$ cat config.mk
export PLATFORM = sky130hd
export DESIGN_NAME = uart_tx_arbiter_flat
export DESIGN_NICKNAME = d
export VERILOG_FILES = /design/src/rtl/uart_tx_arbiter_if.sv /design/src/rtl/uart_tx_arbiter.sv /design/src/flat_wrapper.sv
export SDC_FILE = /design/constraint.sdc
export NUM_CORES = 1
export LEC_CHECK = 0
export ABC_AREA = 0
export CORE_AREA = 2 2 75 77
export DETAILED_ROUTE_END_ITERATION = 12
export DIE_AREA = 0 0 77 79
export GPL_ROUTABILITY_DRIVEN = 0
export GPL_TIMING_DRIVEN = 1
export PLACE_DENSITY = 0.82
export SYNTH_ARGS = -nofsm -noshare
export SYNTH_HDL_FRONTEND = slang
export SYNTH_SLANG_ARGS = --single-unit
$ cat constraint.sdc
create_clock -name CLK -period 5.4 [get_ports CLK]
set_input_delay 0.81 -clock CLK [delete_from_list [all_inputs] [get_ports CLK]]
set_output_delay 0.81 -clock CLK [all_outputs]
set_load 0.05 [all_outputs]
$ cat src/rtl/uart_tx_arbiter_if.sv
// Handshake bundle between the byte producers, the arbiter and the UART TX module.
// master = arbiter side, slave = producers/UART side.
interface uart_tx_arbiter_if #(
    parameter int NREQ = 4
);
    logic [NREQ-1:0]   Req;
    logic [8*NREQ-1:0] Req_Data;
    logic [NREQ-1:0]   Ack;
    logic              Busy;
    logic              Timeout_Err;
    logic              TX_Done_Sig;
    logic              TX_En_Sig;
    logic [7:0]        TX_Data;

    modport master (
        input  Req,
        input  Req_Data,
        input  TX_Done_Sig,
        output Ack,
        output Busy,
        output Timeout_Err,
        output TX_En_Sig,
        output TX_Data
    );

    modport slave (
        output Req,
        output Req_Data,
        output TX_Done_Sig,
        input  Ack,
        input  Busy,
        input  Timeout_Err,
        input  TX_En_Sig,
        input  TX_Data
    );
endinterface

$ cat src/rtl/uart_tx_arbiter.sv
// Round-robin arbiter sharing one UART transmitter among NREQ byte producers.
// The winner's byte is latched at grant and presented with TX_En_Sig held high
// until TX_Done_Sig; a watchdog aborts a byte whose done never arrives.
// All outputs come straight from flops.
module uart_tx_arbiter #(
    parameter int          NREQ    = 4,
    parameter logic [31:0] TIMEOUT = 32'd100000
) (
    input  logic              CLK,
    input  logic              RSTn,
    uart_tx_arbiter_if.master bus
);
    localparam int GW = (NREQ > 1) ? $clog2(NREQ) : 1;
    // Start "just after" the last requester so requester 0 wins first.
    localparam logic [GW-1:0] LAST_INIT = GW'(NREQ - 1);

    typedef enum logic [1:0] {
        ST_IDLE = 2'd0,
        ST_SEND = 2'd1,
        ST_DONE = 2'd2
    } state_t;

    state_t           state_q, state_d;
    logic [GW-1:0]    grant_q, grant_d;
    logic [GW-1:0]    last_grant_q, last_grant_d;
    logic [7:0]       tx_data_q, tx_data_d;
    logic             tx_en_q, tx_en_d;
    logic [NREQ-1:0]  ack_q, ack_d;
    logic             busy_q, busy_d;
    logic             timeout_err_q, timeout_err_d;
    logic [31:0]      wdog_q, wdog_d;

    logic [7:0]       req_byte [NREQ];
    logic             win_found;
    logic [GW-1:0]    win_idx;
    logic [GW-1:0]    cand;

    // Split the packed data bus into one byte per requester.
    generate
        for (genvar gi = 0; gi < NREQ; gi++) begin : g_unpack
            assign req_byte[gi] = bus.Req_Data[8*gi +: 8];
        end
    endgenerate

    // Round-robin pick: first active request scanning upward from last_grant+1.
    always_comb begin
        win_found = 1'b0;
        win_idx   = '0;
        cand      = '0;
        for (int k = 1; k <= NREQ; k++) begin
            cand = GW'((int'(last_grant_q) + k) % NREQ);
            if (!win_found && bus.Req[cand]) begin
                win_found = 1'b1;
                win_idx   = cand;
            end
        end
    end

    // Next-state and registered-output computation for IDLE -> SEND -> DONE.
    always_comb begin
        state_d       = state_q;
        grant_d       = grant_q;
        last_grant_d  = last_grant_q;
        tx_data_d     = tx_data_q;
        tx_en_d       = tx_en_q;
        ack_d         = '0;
        timeout_err_d = 1'b0;
        wdog_d        = wdog_q;

        case (state_q)
            ST_IDLE: begin
                tx_en_d = 1'b0;
                if (win_found) begin
                    grant_d      = win_idx;
                    last_grant_d = win_idx;
                    tx_data_d    = req_byte[win_idx];
                    tx_en_d      = 1'b1;
                    state_d      = ST_SEND;
                end
            end
            ST_SEND: begin
                tx_en_d = 1'b1;
                wdog_d  = wdog_q + 32'd1;
                // A completion arriving on the last allowed cycle still counts.
                if (bus.TX_Done_Sig) begin
                    tx_en_d        = 1'b0;
                    ack_d[grant_q] = 1'b1;
                    state_d        = ST_DONE;
                end else if (wdog_q == TIMEOUT - 32'd1) begin
                    tx_en_d       = 1'b0;
                    timeout_err_d = 1'b1;
                    state_d       = ST_DONE;
                end
            end
            ST_DONE: begin
                // One cycle with enable low so the UART can rearm.
                tx_en_d = 1'b0;
                wdog_d  = '0;
                state_d = ST_IDLE;
            end
            default: begin
                tx_en_d = 1'b0;
                wdog_d  = '0;
                state_d = ST_IDLE;
            end
        endcase

        busy_d = (state_d != ST_IDLE);
    end

    // State and output registers; reset drops the UART enable immediately.
    always_ff @(posedge CLK or negedge RSTn) begin
        if (!RSTn) begin
            state_q       <= ST_IDLE;
            grant_q       <= '0;
            last_grant_q  <= LAST_INIT;
            tx_data_q     <= 8'h00;
            tx_en_q       <= 1'b0;
            ack_q         <= '0;
            busy_q        <= 1'b0;
            timeout_err_q <= 1'b0;
            wdog_q        <= '0;
        end else begin
            state_q       <= state_d;
            grant_q       <= grant_d;
            last_grant_q  <= last_grant_d;
            tx_data_q     <= tx_data_d;
            tx_en_q       <= tx_en_d;
            ack_q         <= ack_d;
            busy_q        <= busy_d;
            timeout_err_q <= timeout_err_d;
            wdog_q        <= wdog_d;
        end
    end

    assign bus.Ack         = ack_q;
    assign bus.Busy        = busy_q;
    assign bus.Timeout_Err = timeout_err_q;
    assign bus.TX_En_Sig   = tx_en_q;
    assign bus.TX_Data     = tx_data_q;

endmodule

$ cat src/flat_wrapper.sv
// flat-port wrapper written by rule: the top's interface ports become plain ports
module uart_tx_arbiter_flat 
#(
    parameter int          NREQ    = 4,
    parameter logic [31:0] TIMEOUT = 32'd100000
)
  (CLK, RSTn, bus_Req, bus_Req_Data, bus_TX_Done_Sig, bus_Ack, bus_Busy, bus_Timeout_Err, bus_TX_En_Sig, bus_TX_Data);
  uart_tx_arbiter_if #(.NREQ(NREQ)) bus_i ();
  input  logic CLK;
  input  logic RSTn;
  input wire logic [$bits(bus_i.Req)-1:0] bus_Req;
  input wire logic [$bits(bus_i.Req_Data)-1:0] bus_Req_Data;
  input wire logic [$bits(bus_i.TX_Done_Sig)-1:0] bus_TX_Done_Sig;
  output wire logic [$bits(bus_i.Ack)-1:0] bus_Ack;
  output wire logic [$bits(bus_i.Busy)-1:0] bus_Busy;
  output wire logic [$bits(bus_i.Timeout_Err)-1:0] bus_Timeout_Err;
  output wire logic [$bits(bus_i.TX_En_Sig)-1:0] bus_TX_En_Sig;
  output wire logic [$bits(bus_i.TX_Data)-1:0] bus_TX_Data;
  assign bus_i.Req = bus_Req;
  assign bus_i.Req_Data = bus_Req_Data;
  assign bus_i.TX_Done_Sig = bus_TX_Done_Sig;
  assign bus_Ack = bus_i.Ack;
  assign bus_Busy = bus_i.Busy;
  assign bus_Timeout_Err = bus_i.Timeout_Err;
  assign bus_TX_En_Sig = bus_i.TX_En_Sig;
  assign bus_TX_Data = bus_i.TX_Data;
  uart_tx_arbiter #(.NREQ(NREQ), .TIMEOUT(TIMEOUT)) u_core (.CLK(CLK), .RSTn(RSTn), .bus(bus_i));
endmodule
# [Yosys cells after proc, flatten, opt, wreduce, memory -nomap -nowiden]
# Cells that the tools add are included.
# Widths: inputs -> output; s select.
[op_classes] bitwise=1 n_reduce_logical=10 muxes=35 addsub=5 n_lt_le_gt_ge=7 n_eq_ne=2
[ops] operator="$pmux 32 s2" count=1
[ops] operator="$add 32x1->32 const B" count=1
[ops] operator="$eq 32x17->1 const B" count=1
[ops] operator="$bmux 8 s2" count=1
[ops] operator="$mux 8" count=2
[ops] operator="$lt 2x3->1 const B" count=5
[ops] operator="$mux 1" count=15
[ops] operator="$mux 2" count=7
[ops] operator="$bmux 1 s2" count=4
[ops] operator="$mux 4" count=2
[ops] operator="$add 2x1->2 const B" count=2
[ops] operator="$add 2x2->2 const B" count=2
[ops] operator="$logic_and 1x1->1" count=4
[ops] operator="$pmux 2 s2" count=1
[ops] operator="$ge 3x3->1 const B" count=1
[ops] operator="$logic_not 1->1" count=3
[ops] operator="$not 2->3" count=1
[ops] operator="$demux 1 s2" count=1
[ops] operator="$eq 2x1->1 const B" count=1
[ops] operator="$ge 2x1->1 const B" count=1
[ops] operator="$logic_not 2->1" count=1
[ops] operator="$pmux 1 s2" count=1
[ops] operator="$reduce_and 2->1" count=1
[ops] operator="$reduce_bool 2->1" count=1
[word_totals] output_inout_bits=15 ff_bits=53

# [Longest topological paths before layout]
# Gate-level depths: netlist of the first run.
[depth] word_depth=17 mapped_depth=7

# [Worst setup path after synthesis of the first run]
# OpenSTA, ideal clock, no wires.
[synth_timing] path_type="in2reg" start="input port bus_Req[2]" end="register u_core.tx_data_q[0] (netlist: u_core.bus.TX_Data[0])" stages=5 t_arrival_ps=1945 slack_ps=3324 t_required_ps=5270 cell_sequence="mux2i_1 > a221oi_4 > mux2_2 > a22oi_1 > o21ai_0"
[synth_between] elab_chain_len=16 word_cells_on_any_way=27 classes_between="mux (19); bitwise (1); reduce/logical (7)"
[synth_rtl] item="start: declaration" line_no="flat_wrapper.sv:11" rtl="input wire logic [$bits(bus_i.Req)-1:0] bus_Req;"
[synth_rtl] item="$bmux 1 s2" line_no="uart_tx_arbiter.sv:52" rtl="if (!win_found && bus.Req[cand]) begin"
[synth_rtl] item="$mux 1 (not written as such)" line_no="uart_tx_arbiter.sv:52"
[synth_rtl] item="$mux 1" line_no="uart_tx_arbiter.sv:52"
[synth_rtl] item="$logic_not 1->1" line_no="uart_tx_arbiter.sv:52"
[synth_rtl] item="$logic_and 1x1->1" line_no="uart_tx_arbiter.sv:52"
[synth_rtl] item="$mux 1" line_no="uart_tx_arbiter.sv:52"
[synth_rtl] item="$logic_not 1->1" line_no="uart_tx_arbiter.sv:52"
[synth_rtl] item="$logic_and 1x1->1" line_no="uart_tx_arbiter.sv:52"
[synth_rtl] item="$mux 1" line_no="uart_tx_arbiter.sv:52"
[synth_rtl] item="$logic_not 1->1" line_no="uart_tx_arbiter.sv:52"
[synth_rtl] item="$logic_and 1x1->1" line_no="uart_tx_arbiter.sv:52"
[synth_rtl] item="$mux 2" line_no="uart_tx_arbiter.sv:52"
[synth_rtl] item="$not 2->3 (not written as such)" line_no="uart_tx_arbiter.sv:76" rtl="tx_data_d = req_byte[win_idx];"
[synth_rtl] item="$bmux 8 s2" line_no="uart_tx_arbiter.sv:76"
[synth_rtl] item="$mux 8 (not written as such) (2 in a row)" line_no="uart_tx_arbiter.sv:76"
[synth_rtl] item="end signal: assignment" line_no="uart_tx_arbiter.sv:127" rtl="tx_data_q <= tx_data_d;"
[synth_rtl] item="end: declaration" line_no="uart_tx_arbiter.sv:26" rtl="logic [7:0] tx_data_q, tx_data_d;"
# Several ways; a longest one is shown, not always the timed one. The select of a mux whose other input is x is not followed.
# A chain may end at the register's enable or synchronous reset.

# [Worst setup path in the final report of the first run]
[layout_timing] start="input port bus_Req[1]" end="register u_core.tx_data_q[4] (netlist: u_core.bus.TX_Data[4])"
# Same word-level chain as after synthesis.

==> metrics, run 1 <==
slew of the pin with the lowest slew margin 878.9 ps; fin util 65.87%; Post-CTS Repair Setup Buffers 0; Pre-antenna DRT Iters 4; Power Density 366.1 nW/um2; Mapped Area 2829 um2; worst vdd ir 0.2489 mV; Die Height 79 um; number of synthesized flops with an enable pin 0; Gates resized, CTS repair 0; count leader, synth dfrtp_1; PortBufs 53; register bit total from synthesis 53; Setup CP Type input pin to flip-flop; row count 27; vias in the first global route 2,172; CTS tree yes; Die ar. 6083 um2; post-synth top area share 45.11%; WP data arrival 2970 ps; largest net degree at the start of global routing 54; DRT iter0 DRCs 120; clk root buf clkbuf_8; Area contributors post-synth dfrtp_1 (45%), xnor2_1 (6.5%), nor2_1 (5.0%); Syn Inst Count 273; ANT cells 0; grt ovf 0; nets@finish 365; Initial Utilization 53.00%; Worst-Skew Late Latency 300 ps; CTS Buf Count 5; count of cell types in the netlist 43; initial antenna violation count 0; Vias/cell 5.585; Setup TNS 0 ps; area of the multi-input gates 1403 um2; average wire per standard cell 14.31 um; P_leak 1.407 nW; Hold WC Path Type flip-flop to flip-flop; maxcap violations 0; Synth Flop Type dfrtp_1; Yosys Warn Count 0; Worst EP required 5620 ps; final hold viol count 0; slew margin rel. 41.23%; combined flip-flop and latch cell area 1329 um2; core region area 5338 um2; area grow syn2layout 24.28%; CTS sink cnt 53; Clock transition at path regs 90 ps; H-tree depth 2; Clock Path Buffers 2; Post-synth ARST share 100.0%; fin crit period 2749 ps; RSZ-0062 raised after global routing false; final WL 5.697 mm; syn avg cell area 10.36 um2; Critical Path End Type flip-flop; CTS Hold Bufs 0; Worst Setup Start Kind input pin; Fmax achieved 363.8 MHz; post-DP HPWL 4.140 mm; Boundary Pins 54; Power, Total 1.287 mW; Vias 2,223; clock skew 10.37 ps; Setup-failing EPs final 0; wire length of the first global-routing pass 9.784 mm; Post-DP Area 3396 um2; sequential element share of the synthesized area 46.97%; Design Area, Final 3516 um2; CP max FO 11; layout cell share with drive strength beyond 1 12.58%; fin crit share 50.90%; Slew Viols, Final 0; Die X 77 um; Fill cells 440; status complete, no violations; DRC viols 0; Syn Nets 313; DRT antenna net count 0; cell taking the most area after synthesis dfrtp_1; most frequent cells after synthesis dfrtp_1 (51), nor2_1 (38), xnor2_1 (21); Tot GR Track Use 19.99%
[cell usage in the layout, fill, tap and decap left out, types with 3 or more instances in the layout]
| master | Yosys | final |
|---|---|---|
| clkdlybuf4s50_1 | 0 | 52 |
| dfrtp_1 | 51 | 51 |
| nor2_1 | 38 | 38 |
| xnor2_1 | 21 | 21 |
| nand2_1 | 13 | 13 |
| mux2i_1 | 12 | 12 |
| o21ai_0 | 12 | 12 |
| nand4_1 | 10 | 10 |
| inv_1 | 9 | 9 |
| a21oi_1 | 8 | 8 |
| mux2_2 | 8 | 8 |
| a22oi_1 | 8 | 8 |
| nor3_1 | 7 | 7 |
| nand3_1 | 7 | 7 |
| nor4_1 | 6 | 6 |
| nor3_2 | 6 | 6 |
| clkbuf_8 | 0 | 6 |
| xor2_1 | 5 | 5 |
| o21a_1 | 4 | 4 |
| or3_1 | 4 | 4 |
| nor4b_1 | 3 | 3 |
| and4_1 | 3 | 3 |
[routing by layer]
metal	global-route usage [%]	up-vias	share of wire [%]
li1	-	1081	-
met1	26.55	1094	47
met2	33.86	46	48
met3	5.341	2	4.3
met4	3.036	0	0.19
met5	0	-	0
[registers in the layout (all words and copies together), names as in the netlist]
register and count:
u_core.wdog_q 32, u_core.bus.TX_Data 8, u_core.bus.Ack 4, u_core.grant_q 2, u_core.last_grant_q 2, u_core.state_q 2
u_core.bus.Busy 1, u_core.bus.TX_En_Sig 1, u_core.bus.Timeout_Err 1
[power breakdown]
part	internal, mW	switching [mW]	leakage [nW]	total [mW]
registers	0.468	0.0680	0.701	0.536
clock network	0.151	0.127	0.0574	0.277
logic	0.200	0.274	0.648	0.474
total	0.818	0.469	1.41	1.29
[cell type report]
| class | instances | share of cell area (%) |
|---|---|---|
| Inverter | 9 | 0.9609 |
| Clock inverter | 2 | 1.068 |
| Timing Repair Buffer | 55 | 15.37 |
| Sequential cell | 53 | 37.79 |
| Clock buffer | 6 | 2.349 |
| Tap cell | 72 | 2.562 |
| Multi-Input combinational cell | 201 | 39.89 |
[kinds of logic (layout without fill, tap and decap cells)]
logic type | after synthesis | in the layout | share of synthesized area [%]
adders and majority gates | 1 | 1 | 0.4422
buffers and inverters | 19 | 72 | 3.450
xor gates and xnor gates | 26 | 26 | 8.050
DFF | 53 | 53 | 46.97
and+or+nand+nor | 116 | 116 | 24.33
muxes | 20 | 20 | 7.431
AOI/OAI and AO/OA | 38 | 38 | 9.332
[worst max-delay path, stage by stage]
cell and delay (ps):
clkdlybuf4s50_1 600, nor4_1 130, or3_1 520, nor2_1 630
a22oi_1 150, o21ai_0 130
[per-stage QoR]
stage / setup WS (ps) / instances / hold WS (ps)
2_1_floorplan: 3324 / 273 / 455.4
3_3_place_gp: 2467 / 390 / 483.2
3_5_place_dp: 2339 / 390 / 493.1
4_1_cts: 2666 / 398 / 503.4
5_1_grt: 2517 / 398 / 535.2
6_report: 2651 / 398 / 501.8
[worst paths after layout]
| path | from | end | slack [ps] | depth (start not counted) |
|---|---|---|---|---|
| worst max-delay path | bus_Req[1] | u_core.bus.TX_Data[4] | 2650 | 6 |
| worst min-delay path | u_core.grant_q[1] | u_core.bus.Ack[1] | 500 | 1 |
| worst max register to register | u_core.wdog_q[11] | u_core.wdog_q[28] | 3100 | 5 |
| worst min register to register | u_core.grant_q[1] | u_core.bus.Ack[1] | 500 | 1 |
| max in group asynchronous | RSTn | u_core.wdog_q[9] | 4350 | 2 |
| min in group asynchronous | RSTn | u_core.wdog_q[25] | 610 | 2 |
No activity file was read; power rests on OpenSTA's default activity.
==> inputs of run 2 (changes only) <==
- CORE_AREA: 2 2 75 77 -> 2 2 81 83
- DIE_AREA: 0 0 77 79 -> 0 0 83 85
- PLACE_DENSITY: 0.82 -> 0.75
- clock period: 5.4 -> 2.3 ns (I/O delays scaled with it)
==> run 2 against run 1 <==
Sequential share of layout area down 0.66 points; routed wire length up 5.8%; via count up 0.72%; critical path depth unchanged; non-clock buffer count up 9; combinational power rose to 2.5 times the previous value.
==> metrics, run 2 (synthesis gave the netlist of run 1 again) <==
post-DP HPWL 4.458 mm (was 4.140 mm); grt ovf 0 (unchanged); combined flip-flop and latch cell area 1329 um2 (unchanged); DR WL met2 2.939 mm (was 2.760 mm); Pre-antenna DRT Iters 4 (unchanged); Setup TNS 0 ps (unchanged); Die ar. 7055 um2 (was 6083 um2); DRC viols 0 (unchanged); Worst-Skew Late Latency 300 ps (about the same); Vias/cell 5.434 (was 5.585); final WL 6.030 mm (was 5.697 mm); highest routed layer met4 (unchanged); Worst EP required 2470 ps (was 5620 ps); Fill cells 562 (was 440); area grow syn2layout 26.49% (was 24.28%); Die X 83 um (was 77 um); average wire per standard cell 14.64 um (was 14.31 um); Slew Viols, Final 0 (unchanged); Setup-failing EPs final 0 (unchanged); Boundary Pins 54 (unchanged); slowest stage delay, CP 640 ps (was 630 ps); wire length on met3 312 um (was 245 um); nets@finish 374 (was 365); Fmax achieved 486.9 MHz; critical path's slowest cell dfstp_2 (was nor2_1); CP bufs+invs 1 (unchanged); Setup CP Type flip-flop to flip-flop (was input pin to flip-flop); Critical Path End Type flip-flop (unchanged); core region area 6205 um2 (was 5338 um2); number of flip-flops in the largest register 32 (unchanged); H-tree depth 2 (unchanged); leading cell type in the layout, fill and taps excluded clkdlybuf4s50_1 (unchanged); maxcap violations 0 (unchanged); largest net degree at the start of global routing 38 (was 54); Initial Utilization 45.59% (was 53.00%); Vias 2,239 (was 2,223); P_leak 1.441 nW (was 1.407 nW); Power, Total 2.994 mW (was 1.287 mW); Worst Setup Start Kind flip-flop (was input pin); Routed met1 length 2.743 mm (was 2.680 mm); CTS sink cnt 53 (unchanged); RSZ-0062 raised after global routing false (unchanged); CTS Buf Count 5 (unchanged); CP max FO 9 (was 11); Hold WC Path Type input pin to asynchronous set/reset pin (was flip-flop to flip-flop); vias in the first global route 2,241 (was 2,172); wire length of the first global-routing pass 10.21 mm (was 9.784 mm); Die Height 85 um (was 79 um); clock skew 9.562 ps (was 10.37 ps); PortBufs 53 (unchanged); fin crit period 2054 ps; row count 29 (was 27); Gates resized, CTS repair 0 (unchanged); DRT iter0 DRCs 105 (was 120); layout cell share with drive strength beyond 1 14.33% (was 12.58%); Clock transition at path regs 90 ps (about the same); Tot GR Track Use 17.42% (was 19.99%); CTS Hold Bufs 1 (was 0); Post-CTS Repair Setup Buffers 0 (unchanged); fin crit share 89.30%; CTS tree yes (unchanged); Clock Path Buffers 2 (unchanged); WP data arrival 2230 ps (was 2970 ps); commonest non-fill, non-tap cells in the layout clkdlybuf4s50_1 (52), dfrtp_1 (51), nor2_1 (38), xnor2_1 (21), nand2_1 (13) (unchanged); Power Density 836.7 nW/um2 (was 366.1 nW/um2); worst-path cell chain mux2i_1 -> a221oi_4 -> buf_12 -> mux2_2 -> a22oi_1 -> o21ai_0 (was clkdlybuf4s50_1 -> nor4_1 -> or3_1 -> nor2_1 -> a22oi_1 -> o21ai_0); slew of the pin with the lowest slew margin 694.6 ps (was 878.9 ps); area of the multi-input gates 1403 um2 (unchanged); final hold viol count 0 (unchanged); initial antenna violation count 0 (unchanged); delay-heaviest family, CP flip-flops (was simple AND/OR/NAND/NOR gates); clk root buf clkbuf_8 (unchanged); ANT cells 0 (unchanged); status complete, no violations (unchanged); slew margin rel. 53.52% (was 41.23%); worst vdd ir 0.5521 mV (was 0.2489 mV); Reg with most FFs u_core.wdog_q (unchanged); DRT antenna net count 0 (unchanged)
## run 2: final timing paths
check,from,end,slack (ps),cells past startpoint
setup / recovery,u_core.last_grant_q[1],u_core.bus.TX_Data[6],250,6
hold / removal,RSTn,u_core.bus.TX_Data[6],430,2
setup reg to reg,u_core.last_grant_q[1],u_core.bus.TX_Data[6],250,6
hold reg to reg,u_core.grant_q[0],u_core.bus.Ack[2],510,1
max in group asynchronous,RSTn,u_core.last_grant_q[0],1260,3
min in group CLK,u_core.grant_q[0],u_core.bus.Ack[2],510,1
## run 2: area by class of cell
type	instances	area share [%]
clock buffer	7	2.413
multi-input combinational	201	39.20
sequential	53	37.13
clock inverter	1	0.2098
tap	77	2.692
timing repair buffer	64	17.41
inverter	9	0.9441
## run 2: stage by stage
step,utilization [%],setup slack (ps),cell area (um2),hold WS (ps),std cells
floorplan,-,373.0,2829,49.41,273
global placement,56.00,72.95,3475,204.7,403
detailed placement,56.00,-30.63,3475,206.6,403
CTS,57.67,236.5,3578,434.7,412
global route,57.67,110.6,3578,433.4,412
finish,57.67,246.1,3578,428.3,412
## run 2: routing by layer
layer / track usage, % / vias to the layer above
met5: 0 / -
met4: 3.279 / 0
met3: 4.475 / 7
met2: 28.81 / 68
met1: 23.53 / 1071
li1: - / 1093
## run 2: where the power goes
part / internal, mW / switching [mW]
clock: 0.245 / 0.298
sequential: 1.10 / 0.165
combinational: 0.520 / 0.667
total: 1.86 / 1.13
